File: src/rtl/ddc_multi_pkg.sv
// Shared constants, field offsets and helpers for the multi-lane DDC combiner.
// Imported by the adder tree and the combiner top.
package ddc_multi_pkg;

   localparam int PH_LAT = 2;

   localparam int POFF_LSB = 32;
   localparam int PINC_LSB = 0;

   localparam int I_LSB = 0;
   localparam int Q_LSB = 32;

   localparam logic [31:0] SAT_MAX = 32'h7FFF_FFFF;
   localparam logic [31:0] SAT_MIN = 32'h8000_0000;

   typedef struct packed {
      logic [31:0] q;
      logic [31:0] i;
   } ddc_res_t;

   function automatic int log2n(input int n);
      int r;
      r = 0;
      for (int b = 0; b < 31; b++)
         if ((1 << b) < n) r = b + 1;
      return r;
   endfunction

   // k*x built from shifted copies of x, k < 32
   function automatic logic [31:0] mul_k(input logic [31:0] x,
                                         input int k);
      logic [31:0] acc;
      acc = '0;
      for (int b = 0; b < 5; b++)
         if (k[b]) acc = acc + (x << b);
      return acc;
   endfunction

endpackage

File: src/rtl/ddc_sum_tree.sv
// Pipelined pairwise reduction of N_LANES signed samples.
// One register level per tree level, each level one bit wider.
module ddc_sum_tree
   import ddc_multi_pkg::*;
#(
   parameter int N_LANES = 8,
   parameter int IN_RES = 27,
   localparam int LOG2N = log2n(N_LANES),
   localparam int OUT_W = IN_RES + LOG2N
) (
   input  logic                      s_axis_aclk,
   input  logic                      s_axis_aresetn,
   input  logic                      tag_clr,
   input  logic                      in_valid,
   input  logic [N_LANES*IN_RES-1:0] in_data,
   output logic                      out_valid,
   output logic [OUT_W-1:0]          out_data
);

   logic [LOG2N-1:0] tag;

   for (genvar s = 1; s <= LOG2N; s++) begin : g_st
      localparam int W = IN_RES + s;
      localparam int M = N_LANES >> s;

      logic [2*M*(W-1)-1:0] src;
      logic [M*W-1:0]       q;

      if (s == 1) begin : g_src
         assign src = in_data;
      end else begin : g_src
         assign src = g_st[s-1].q;
      end

      // one adder level; each operand sign-extended by one bit
      always_ff @(posedge s_axis_aclk or negedge s_axis_aresetn) begin
         if (!s_axis_aresetn) begin
            q <= '0;
         end else begin
            for (int j = 0; j < M; j++)
               q[j*W +: W] <=
                  {src[2*j*(W-1)+W-2], src[2*j*(W-1) +: W-1]} +
                  {src[(2*j+1)*(W-1)+W-2], src[(2*j+1)*(W-1) +: W-1]};
         end
      end
   end

   // valid tags ride alongside the data; tag_clr flushes the tree
   always_ff @(posedge s_axis_aclk or negedge s_axis_aresetn) begin
      if (!s_axis_aresetn) tag <= '0;
      else if (tag_clr)    tag <= '0;
      else                 tag <= LOG2N'({tag, in_valid});
   end

   assign out_valid = tag[LOG2N-1];
   assign out_data  = g_st[LOG2N].q;

endmodule

File: src/rtl/ddc_multi_combiner.sv
// Multi-lane DDC glue: lane phase words, I/Q reduction, decimating
// accumulator with saturation, and a 2-deep backpressured output.
module ddc_multi_combiner
   import ddc_multi_pkg::*;
#(
   parameter int N_LANES = 8,
   parameter int IN_RES = 27,
   parameter int DECIM_BITS = 8
) (
   input  logic                    s_axis_aclk,
   input  logic                    s_axis_aresetn,
   input  logic [63:0]             s_axis_phase_tdata,
   input  logic                    s_axis_phase_tvalid,
   input  logic                    resync,
   output logic [64*N_LANES-1:0]   m_axis_phase_tdata,
   output logic                    m_axis_phase_tvalid,
   output logic                    m_axis_resync,
   input  logic [64*N_LANES-1:0]   s_axis_lanes_tdata,
   input  logic                    s_axis_lanes_tvalid,
   input  logic [DECIM_BITS-1:0]   cfg_decim,
   input  logic                    clear_status,
   output logic [63:0]             m_axis_ddc_tdata,
   output logic                    m_axis_ddc_tvalid,
   input  logic                    m_axis_ddc_tready,
   output logic                    sat_flag,
   output logic                    drop_flag
);

   localparam int LOG2N = log2n(N_LANES);
   localparam int TW = IN_RES + LOG2N;
   localparam int AW = TW + DECIM_BITS;

   logic [31:0] pinc_in, poff_in;
   logic [31:0] kp [N_LANES];
   logic [31:0] poff1, pincn1, pincn2;
   logic [31:0] poff2 [N_LANES];
   logic [PH_LAT-1:0] pv_sr, rs_sr;

   assign pinc_in = s_axis_phase_tdata[PINC_LSB +: 32];
   assign poff_in = s_axis_phase_tdata[POFF_LSB +: 32];

   // stage 1: capture the command and form k*pinc per lane
   always_ff @(posedge s_axis_aclk or negedge s_axis_aresetn) begin
      if (!s_axis_aresetn) begin
         for (int k = 0; k < N_LANES; k++) kp[k] <= '0;
         poff1  <= '0;
         pincn1 <= '0;
      end else if (s_axis_phase_tvalid) begin
         for (int k = 0; k < N_LANES; k++) kp[k] <= mul_k(pinc_in, k);
         poff1  <= poff_in;
         pincn1 <= pinc_in << LOG2N;
      end
   end

   // stage 2: per-lane start phase, wrapping modulo 2^32
   always_ff @(posedge s_axis_aclk or negedge s_axis_aresetn) begin
      if (!s_axis_aresetn) begin
         for (int k = 0; k < N_LANES; k++) poff2[k] <= '0;
         pincn2 <= '0;
      end else begin
         for (int k = 0; k < N_LANES; k++) poff2[k] <= poff1 + kp[k];
         pincn2 <= pincn1;
      end
   end

   // strobe and resync delay lines matched to the phase pipeline
   always_ff @(posedge s_axis_aclk or negedge s_axis_aresetn) begin
      if (!s_axis_aresetn) begin
         pv_sr <= '0;
         rs_sr <= '0;
      end else begin
         pv_sr <= PH_LAT'({pv_sr, s_axis_phase_tvalid});
         rs_sr <= PH_LAT'({rs_sr, resync});
      end
   end

   assign m_axis_phase_tvalid = pv_sr[PH_LAT-1];
   assign m_axis_resync       = rs_sr[PH_LAT-1];

   // pack lane phase words
   always_comb begin
      m_axis_phase_tdata = '0;
      for (int k = 0; k < N_LANES; k++)
         m_axis_phase_tdata[64*k +: 64] = {poff2[k], pincn2};
   end

   logic [N_LANES*IN_RES-1:0] i_bus, q_bus;
   logic unused_lane_bits;

   // split lanes into I and Q buses; spare lane bits are ignored
   always_comb begin
      i_bus = '0;
      q_bus = '0;
      unused_lane_bits = 1'b0;
      for (int k = 0; k < N_LANES; k++) begin
         i_bus[k*IN_RES +: IN_RES] =
            s_axis_lanes_tdata[64*k+I_LSB +: IN_RES];
         q_bus[k*IN_RES +: IN_RES] =
            s_axis_lanes_tdata[64*k+Q_LSB +: IN_RES];
         unused_lane_bits = unused_lane_bits
            ^ (^s_axis_lanes_tdata[64*k+I_LSB+IN_RES +: 32-IN_RES])
            ^ (^s_axis_lanes_tdata[64*k+Q_LSB+IN_RES +: 32-IN_RES]);
      end
   end

   logic          tv_i, tv_q, tv;
   logic [TW-1:0] t_i, t_q;

   ddc_sum_tree #(.N_LANES(N_LANES), .IN_RES(IN_RES)) u_tree_i (
      .s_axis_aclk   (s_axis_aclk),
      .s_axis_aresetn(s_axis_aresetn),
      .tag_clr       (resync),
      .in_valid      (s_axis_lanes_tvalid),
      .in_data       (i_bus),
      .out_valid     (tv_i),
      .out_data      (t_i)
   );

   ddc_sum_tree #(.N_LANES(N_LANES), .IN_RES(IN_RES)) u_tree_q (
      .s_axis_aclk   (s_axis_aclk),
      .s_axis_aresetn(s_axis_aresetn),
      .tag_clr       (resync),
      .in_valid      (s_axis_lanes_tvalid),
      .in_data       (q_bus),
      .out_valid     (tv_q),
      .out_data      (t_q)
   );

   assign tv = tv_i & tv_q;

   function automatic logic fits32(input logic [AW-1:0] v);
      return (&v[AW-1:31]) | (~|v[AW-1:31]);
   endfunction

   function automatic logic [31:0] sat32(input logic [AW-1:0] v);
      if (fits32(v)) return v[31:0];
      return v[AW-1] ? SAT_MIN : SAT_MAX;
   endfunction

   logic [AW-1:0]         acc_i, acc_q, sum_i, sum_q;
   logic [DECIM_BITS-1:0] cnt, d_act, d_cfg, d_eff;
   logic                  d_fresh, last, emit, sat_set;

   // d_fresh makes the first cycle out of reset pick up cfg_decim
   assign d_cfg = (cfg_decim == '0) ? DECIM_BITS'(1) : cfg_decim;
   assign d_eff = d_fresh ? d_cfg : d_act;
   assign last  = (cnt == d_eff - DECIM_BITS'(1));
   assign emit  = tv & ~resync & last;
   assign sum_i = acc_i + {{DECIM_BITS{t_i[TW-1]}}, t_i};
   assign sum_q = acc_q + {{DECIM_BITS{t_q[TW-1]}}, t_q};
   assign sat_set = emit & ~(fits32(sum_i) & fits32(sum_q));

   // frame accumulation; D is re-latched only at frame boundaries
   always_ff @(posedge s_axis_aclk or negedge s_axis_aresetn) begin
      if (!s_axis_aresetn) begin
         acc_i   <= '0;
         acc_q   <= '0;
         cnt     <= '0;
         d_act   <= '0;
         d_fresh <= 1'b1;
      end else begin
         d_fresh <= 1'b0;
         d_act   <= d_eff;
         if (resync) begin
            acc_i <= '0;
            acc_q <= '0;
            cnt   <= '0;
            d_act <= d_cfg;
         end else if (tv) begin
            if (last) begin
               acc_i <= '0;
               acc_q <= '0;
               cnt   <= '0;
               d_act <= d_cfg;
            end else begin
               acc_i <= sum_i;
               acc_q <= sum_q;
               cnt   <= cnt + DECIM_BITS'(1);
            end
         end
      end
   end

   ddc_res_t res_q;
   logic     emit_q;

   // register the saturated result ahead of the FIFO
   always_ff @(posedge s_axis_aclk or negedge s_axis_aresetn) begin
      if (!s_axis_aresetn) begin
         emit_q <= 1'b0;
         res_q  <= '0;
      end else begin
         emit_q <= emit;
         if (emit) begin
            res_q.i <= sat32(sum_i);
            res_q.q <= sat32(sum_q);
         end
      end
   end

   ddc_res_t   mem [2];
   logic       wr_ptr, rd_ptr, push, pop, full, drop;
   logic [1:0] f_cnt;

   assign pop  = m_axis_ddc_tvalid & m_axis_ddc_tready;
   assign full = (f_cnt == 2'd2);
   assign push = emit_q & (~full | pop);
   assign drop = emit_q & full & ~pop;

   // 2-entry first-word-fall-through output queue
   always_ff @(posedge s_axis_aclk or negedge s_axis_aresetn) begin
      if (!s_axis_aresetn) begin
         mem[0] <= '0;
         mem[1] <= '0;
         wr_ptr <= 1'b0;
         rd_ptr <= 1'b0;
         f_cnt  <= '0;
      end else begin
         if (push) begin
            mem[wr_ptr] <= res_q;
            wr_ptr      <= ~wr_ptr;
         end
         if (pop) rd_ptr <= ~rd_ptr;
         f_cnt <= f_cnt + {1'b0, push} - {1'b0, pop};
      end
   end

   assign m_axis_ddc_tvalid = (f_cnt != 2'd0);
   assign m_axis_ddc_tdata  = mem[rd_ptr];

   // sticky status; a set in the clear cycle wins
   always_ff @(posedge s_axis_aclk or negedge s_axis_aresetn) begin
      if (!s_axis_aresetn) begin
         sat_flag  <= 1'b0;
         drop_flag <= 1'b0;
      end else begin
         if (sat_set)           sat_flag <= 1'b1;
         else if (clear_status) sat_flag <= 1'b0;
         if (drop)              drop_flag <= 1'b1;
         else if (clear_status) drop_flag <= 1'b0;
      end
   end

endmodule

File: config.mk
export PLATFORM = sky130hd
export DESIGN_NAME = ddc_multi_combiner
export DESIGN_NICKNAME = d
export VERILOG_FILES = /design/src/rtl/ddc_multi_pkg.sv /design/src/rtl/ddc_sum_tree.sv /design/src/rtl/ddc_multi_combiner.sv
export SDC_FILE = /design/constraint.sdc
export NUM_CORES = 2
export LEC_CHECK = 0
export CAP_MARGIN = 0
export CORE_AREA = 2 2 454 456
export CTS_BUF_LIST = sky130_fd_sc_hd__clkbuf_2 sky130_fd_sc_hd__clkbuf_4 sky130_fd_sc_hd__clkbuf_8
export CTS_CLUSTER_SIZE = 20
export DETAILED_ROUTE_END_ITERATION = 10
export DIE_AREA = 0 0 456 458
export MAX_ROUTING_LAYER = met4
export PLACE_DENSITY = 0.66
export SYNTH_ARGS = -nofsm -noshare
export SYNTH_HDL_FRONTEND = slang
export SYNTH_HIERARCHICAL = 1
export SYNTH_SLANG_ARGS = --single-unit
File: constraint.sdc
create_clock -name s_axis_aclk -period 10.8 [get_ports s_axis_aclk]
set_input_delay 2.16 -clock s_axis_aclk [delete_from_list [all_inputs] [get_ports s_axis_aclk]]
set_output_delay 2.16 -clock s_axis_aclk [all_outputs]
set_load 0.01 [all_outputs]
Yosys cells after proc, flatten, opt, wreduce, memory -nomap -nowiden
Index checks and enable logic that the tools add are counted.
{ "word_totals": {"register_bits": 1269, "in_bits": 591, "output_inout_bits": 581} }
{ "classes": {"n_addsub": 31, "n_lt_le_gt_ge": 3, "eq_ne": 2, "muxes": 38, "bitwise_logic": 20, "n_reduce_logical": 12} }
{ "op_table": {"columns": ["op", "count"], "rows": [
  ["32-bit adder", 11],
  ["32-bit two-way mux", 9],
  ["64-bit two-way mux", 4],
  ["38-bit two-way mux", 6],
  ["27-bit by 27-bit adder with 28-bit output", 8],
  ["128-bit bitwise mux", 1],
  ["28-bit by 28-bit adder with 29-bit output", 4],
  ["38-bit adder", 2],
  ["64-bit demux with 1-bit select", 1],
  ["8-bit two-way mux", 8],
  ["29-bit by 29-bit adder with 30-bit output", 2],
  ["7-bit AND reduction", 2],
  ["7-bit OR reduction", 2],
  ["1-bit AND", 9],
  ["8-bit by 1-bit adder with 8-bit output, second input constant", 1],
  ["8-bit equality test", 1],
  ["8-bit logical NOT", 1],
  ["2-bit nonzero test", 4],
  ["8-bit by 1-bit subtractor with 8-bit output, second input constant", 1],
  ["1-bit two-way mux", 7],
  ["3-bit two-way mux", 2],
  ["1-bit NOT", 6],
  ["2-bit greater-or-equal comparator, second input constant", 2],
  ["1-bit NOT with 2-bit output", 2],
  ["other kinds (7)", 10]
]} }

Depth between registers and ports, before layout
{ "logic_depth": {"word_depth": 8, "mapped_depth": 22, "depth_no_buf": 22} }

By module
The synthesis kept the hierarchy.
{ "by_module_without_submodules": {"columns": ["mod", "instances", "cells_per_inst", "area_each_um2", "seq_area_each_um2"], "rows": [
  ["ddc_multi_combiner", 1, 4341, 44516.4, 18168.7],
  ["ddc_sum_tree at u_tree_q", 1, 1594, 15029.4, 5079.9],
  ["ddc_sum_tree at u_tree_i", 1, 1584, 14915.6, 5079.9]
]} }

Worst setup path before layout
OpenSTA, ideal clock, no wires.
{ "synth_timing": {"path_type": "input port to flip-flop", "start": "input port s_axis_phase_tdata[0]", "end": "register kp[30] (netlist bit)", "setup_ns": 0.069, "arrival_ns": 6.116, "setup_slack_ns": 4.615, "cell_stages": 20, "path_buffers": 0, "cell_sequence": "ha_1 > inv_1 > fa_1 > nor2b_1 > o31a_1 > o21a_1 > nor2_1 > o21ai_0 > a21oi_1 > xnor2_1 > ha_1 > and3_1 > a221oi_1 > o21ai_0 > a21o_1 > a22o_1 > a211oi_1 > o31ai_1 > or4b_2 > nand3_1"} }
{ "synth_via": {"elab_chain_len": 4} }
{ "synth_lines": {"columns": ["item", "line", "text"], "rows": [
  ["start: declaration", "ddc_multi_combiner.sv:12", "input logic [63:0] s_axis_phase_tdata,"],
  ["32-bit two-way mux", "ddc_multi_combiner.sv:48", "end else if (s_axis_phase_tvalid) begin"],
  ["32-bit adder", "ddc_multi_pkg.sv:35", "if (k[b]) acc = acc + (x << b);"],
  ["32-bit two-way mux", "ddc_multi_combiner.sv:48", null],
  ["32-bit adder (*)", "ddc_multi_pkg.sv:35", null],
  ["end: declaration", "ddc_multi_combiner.sv:34", "logic [31:0] kp [N_LANES];"]
]} }
Every way passes the cells marked *; elsewhere a longest branch is shown, timed or not. The select of a mux whose other input is x is not followed.
A chain may end at the register's enable or synchronous reset.

Worst setup path in the final report
{ "layout_timing": {"start": "input port s_axis_phase_tdata[1]", "end": "register kp[27] (netlist bit)"} }
Same word-level chain as after synthesis.

==> impl_metrics.json <==
{
  "drive_above_1_share": 0.09579,
  "yosys.cell_types.count": 111,
  "p_per_area_nw_per_um2": 224.7,
  "grt_overflow": 0,
  "maxSlewViolCount": 0,
  "die_w_um": 456,
  "yosys_warnings": 6,
  "grt_pass1_vias": 60900,
  "finalCriticalPeriod_ns": 6.999,
  "cts_resized": 0,
  "regToRegEndpoint": "res_q[54]$_DFFE_PN0P_",
  "outcome": "finished, final reports clean",
  "syn-cell-area_um2": 74460,
  "endpoint_kind": "register",
  "peakVddDrop_mv": 0.1220,
  "grt_use_total": 0.2296,
  "regArea_um2": 28330,
  "worst_pin_slew_ns": 1.161,
  "drt_wl_total_mm": 239.5,
  "reg2reg_from": "u_tree_q/out_data[1]$_DFF_PN0_",
  "grt_pass1_wl_mm": 361.4,
  "synth_seq_cells": 1132,
  "cts_buffers": 197,
  "clk_pin_slew_ns": 0.07,
  "worstHoldPathType": "reg2reg",
  "synth_area_per_cell_um2": 9.903,
  "cp-start-kind": "input pin",
  "nFillCells": 19180,
  "h-tree-depth": 4,
  "antenna_found_initial": 41,
  "drtIter0Drc": 3892,
  "critical_path_arrival_ns": 7.83,
  "initial_core_util": 0.3654,
  "clock_latency_ns": 0.99,
  "grt_setup_unrepaired": "no",
  "timing.final.crit_share": 0.6480,
  "fin_worst_skew_ns": 0.06776,
  "fin_area_um2": 90900,
  "vias": 60730,
  "synth_edf_count": 0,
  "required_ns": 11.63,
  "ys_seq_area_frac": 0.3804,
  "fp-row-count": 166,
  "post-place-cells": 10890,
  "die_h_um": 458,
  "ios": 1172,
  "p_leak_nw": 41.13,
  "drc": 0,
  "fin_cells": 11280,
  "r2r_slack_ns": 5.66,
  "hold_viol": 0,
  "setup_viol": 0,
  "clock-sinks": 1132,
  "worstPathMaxFanout": 7,
  "crit_end": "kp[27]$_DFFE_PN0P_",
  "multi_input_area_um2": 42730,
  "drv_cap": 0,
  "r2r_cells": 12,
  "gp_congestion": 0.9324,
  "ant_nets": 0,
  "finalPower_w": 0.02042,
  "cts_tree": "done",
  "timing.fmax_ghz": 0.1429,
  "fin_nets": 9778,
  "synth-main-ff-cell": "dfrtp_1",
  "post-dp-hpwl_mm": 191.4,
  "first_pass_iters": 6,
  "core_area_um2": 203800,
  "postCtsHoldBufs": 0,
  "cts_buffer_depth": 3,
  "grt_max_degree": 167,
  "post_cts_buffers": 0,
  "fin_tns_setup_ns": 0,
  "vias_per_cell": 5.383,
  "cts-root-buf": "clkbuf_8",
  "critical_path_class": "in2reg",
  "post_dp_cell_area_um2": 86310,
  "synthCells": 7519,
  "synth_async_sr_flop_share": 1.000,
  "critPathLaunch": "s_axis_phase_tdata[1]",
  "avgRoutedWirePerCell_um": 21.23,
  "relSlewSlack": 0.2177,
  "portBuffers": 1067,
  "area_growth_pct": 22.08,
  "die_area_um2": 208800
}
## how the worst min path moves through the flow
stage                     cells after the start            endpoint               start
after floorplan                               0  pv_sr[1]$_DFF_PN0_  pv_sr[0]$_DFF_PN0_
after global placement                        0  pv_sr[1]$_DFF_PN0_  pv_sr[0]$_DFF_PN0_
after detailed placement                      0  pv_sr[1]$_DFF_PN0_  pv_sr[0]$_DFF_PN0_
after CTS                                     0  pv_sr[1]$_DFF_PN0_  pv_sr[0]$_DFF_PN0_
after global routing                          0  pv_sr[1]$_DFF_PN0_  pv_sr[0]$_DFF_PN0_
final                                         0  pv_sr[1]$_DFF_PN0_  pv_sr[0]$_DFF_PN0_
## cell families (layout without fill, tap and decap cells)
| logic type | Yosys count | count (layout) | synth area share |
|---|---|---|---|
| AO/OA/AOI/OAI | 2193 | 2193 | 0.1932 |
| XOR/XNOR | 673 | 673 | 0.07935 |
| adder cells (fa/ha/maj) | 785 | 785 | 0.1343 |
| buffers and inverters | 680 | 1697 | 0.04750 |
| flip-flops | 1132 | 1132 | 0.3804 |
| multiplexers | 347 | 347 | 0.05222 |
| other | 1 | 58 | 0.00005036 |
| AND/OR/NAND/NOR | 1708 | 1708 | 0.1130 |
## sequential cells by signal, indices dropped and copies added, names as in the netlist, 2 cells and up
| signal | count |
|---|---|
| res_q | 64 |
| u_tree_i/g_st.q | 170 |
| kp | 123 |
| d_act | 8 |
| cnt | 8 |
| pv_sr | 2 |
| poff1 | 32 |
| mem | 128 |
| u_tree_i/tag | 3 |
| m_axis_phase_tdata | 246 |
| u_tree_i/out_data | 30 |
| acc_i | 38 |
| acc_q | 38 |
| u_tree_q/g_st.q | 170 |
| pincn2 | 29 |
| f_cnt | 2 |
| u_tree_q/tag | 3 |
| rs_sr | 2 |
| u_tree_q/out_data | 30 |
## cell type report
class	count	area share
Clock buffer	293	0.04051
Sequential cell	1132	0.3116
Timing Repair Buffer	1093	0.1205
Tap cell	2688	0.03700
Multi-Input combinational cell	5731	0.4700
Inverter	247	0.01023
Clock inverter	64	0.009139
Antenna cell	33	0.0009084
## report_power, final
| part | leakage [nW] | internal [W] | total, W | switching [W] |
|---|---|---|---|---|
| sequential | 13.7 | 0.00537 | 0.00609 | 0.000716 |
| combinational | 25.0 | 0.00430 | 0.00985 | 0.00555 |
| clock | 2.37 | 0.00258 | 0.00449 | 0.00191 |
## per-stage QoR
step                hold WS (ns)  setup WS, ns    util
detailed placement        0.3364         2.885  0.4236
floorplan                 0.3312         4.615       -
CTS                       0.3539         3.904  0.4457
finish                    0.3503         3.801  0.4461
global placement          0.3355         2.922  0.4236
global route              0.3611         3.484  0.4461
## cell usage after synthesis, types with 66 or more instances
cell / count / area, µm²
dfrtp_1: 1131 / 28300
ha_1: 761 / 9522
a21oi_1: 649 / 3248
nand2_1: 490 / 1839
xnor2_1: 457 / 4003
o21ai_0: 379 / 1897
nor2_1: 358 / 1344
a21o_1: 353 / 2650
mux2_2: 332 / 3739
inv_1: 244 / 915.9
buf_4: 239 / 1794
xor2_1: 215 / 1883
clkbuf_1: 175 / 656.9
nand3_1: 166 / 830.8
nor3_1: 137 / 685.7
o21bai_1: 95 / 713.2
nor2b_1: 92 / 575.6
nand4_1: 89 / 556.8
o21a_1: 85 / 638.1
nand2b_1: 79 / 494.2
a31oi_1: 73 / 456.7
a211oi_1: 66 / 495.5
## critical path, stage by stage
cell	delay [ns]
clkdlybuf4s50_1	0.75
ha_1	0.29
inv_1	0.07
fa_1	0.40
nor2b_1	0.18
o31a_1	0.20
o21a_1	0.12
nor2_1	0.06
o21ai_0	0.17
a21oi_1	0.11
xnor2_1	0.24
ha_1	0.31
and3_1	0.21
a221oi_1	0.33
o21ba_2	0.17
o21ai_0	0.24
o311ai_0	0.58
nand3_1	0.22
o211ai_1	0.33
nand2_1	0.10
a21oi_1	0.22
xnor2_1	0.10
mux2_2	0.27
## layer usage
| metal | GRT usage | wire length (µm) | vias up | part of all wire |
|---|---|---|---|---|
| met2 | 0.3898 | 118200 | 1788 | 0.49 |
| met3 | 0.03469 | 10630 | 441 | 0.044 |
| met4 | 0.1293 | 14270 | 0 | 0.060 |
| li1 | - | - | 29030 | - |
| met1 | 0.2583 | 96440 | 29470 | 0.40 |
| met5 | - | 0 | - | 0 |
## placed cells by master, fill, tap and decap left out, types with 89 or more instances in the layout
| cell type | instances |
|---|---|
| a21o_1 | 353 |
| a21oi_1 | 648 |
| clkbuf_8 | 237 |
| clkdlybuf4s50_1 | 1065 |
| dfrtp_1 | 1130 |
| ha_1 | 761 |
| inv_1 | 244 |
| mux2_2 | 332 |
| nand2_1 | 489 |
| nand3_1 | 166 |
| nand4_1 | 89 |
| nor2_1 | 357 |
| nor2b_1 | 92 |
| nor3_1 | 136 |
| o21ai_0 | 379 |
| o21bai_1 | 95 |
| xnor2_1 | 457 |
| xor2_1 | 215 |
Note: power is estimated with default switching activity, not from simulation.
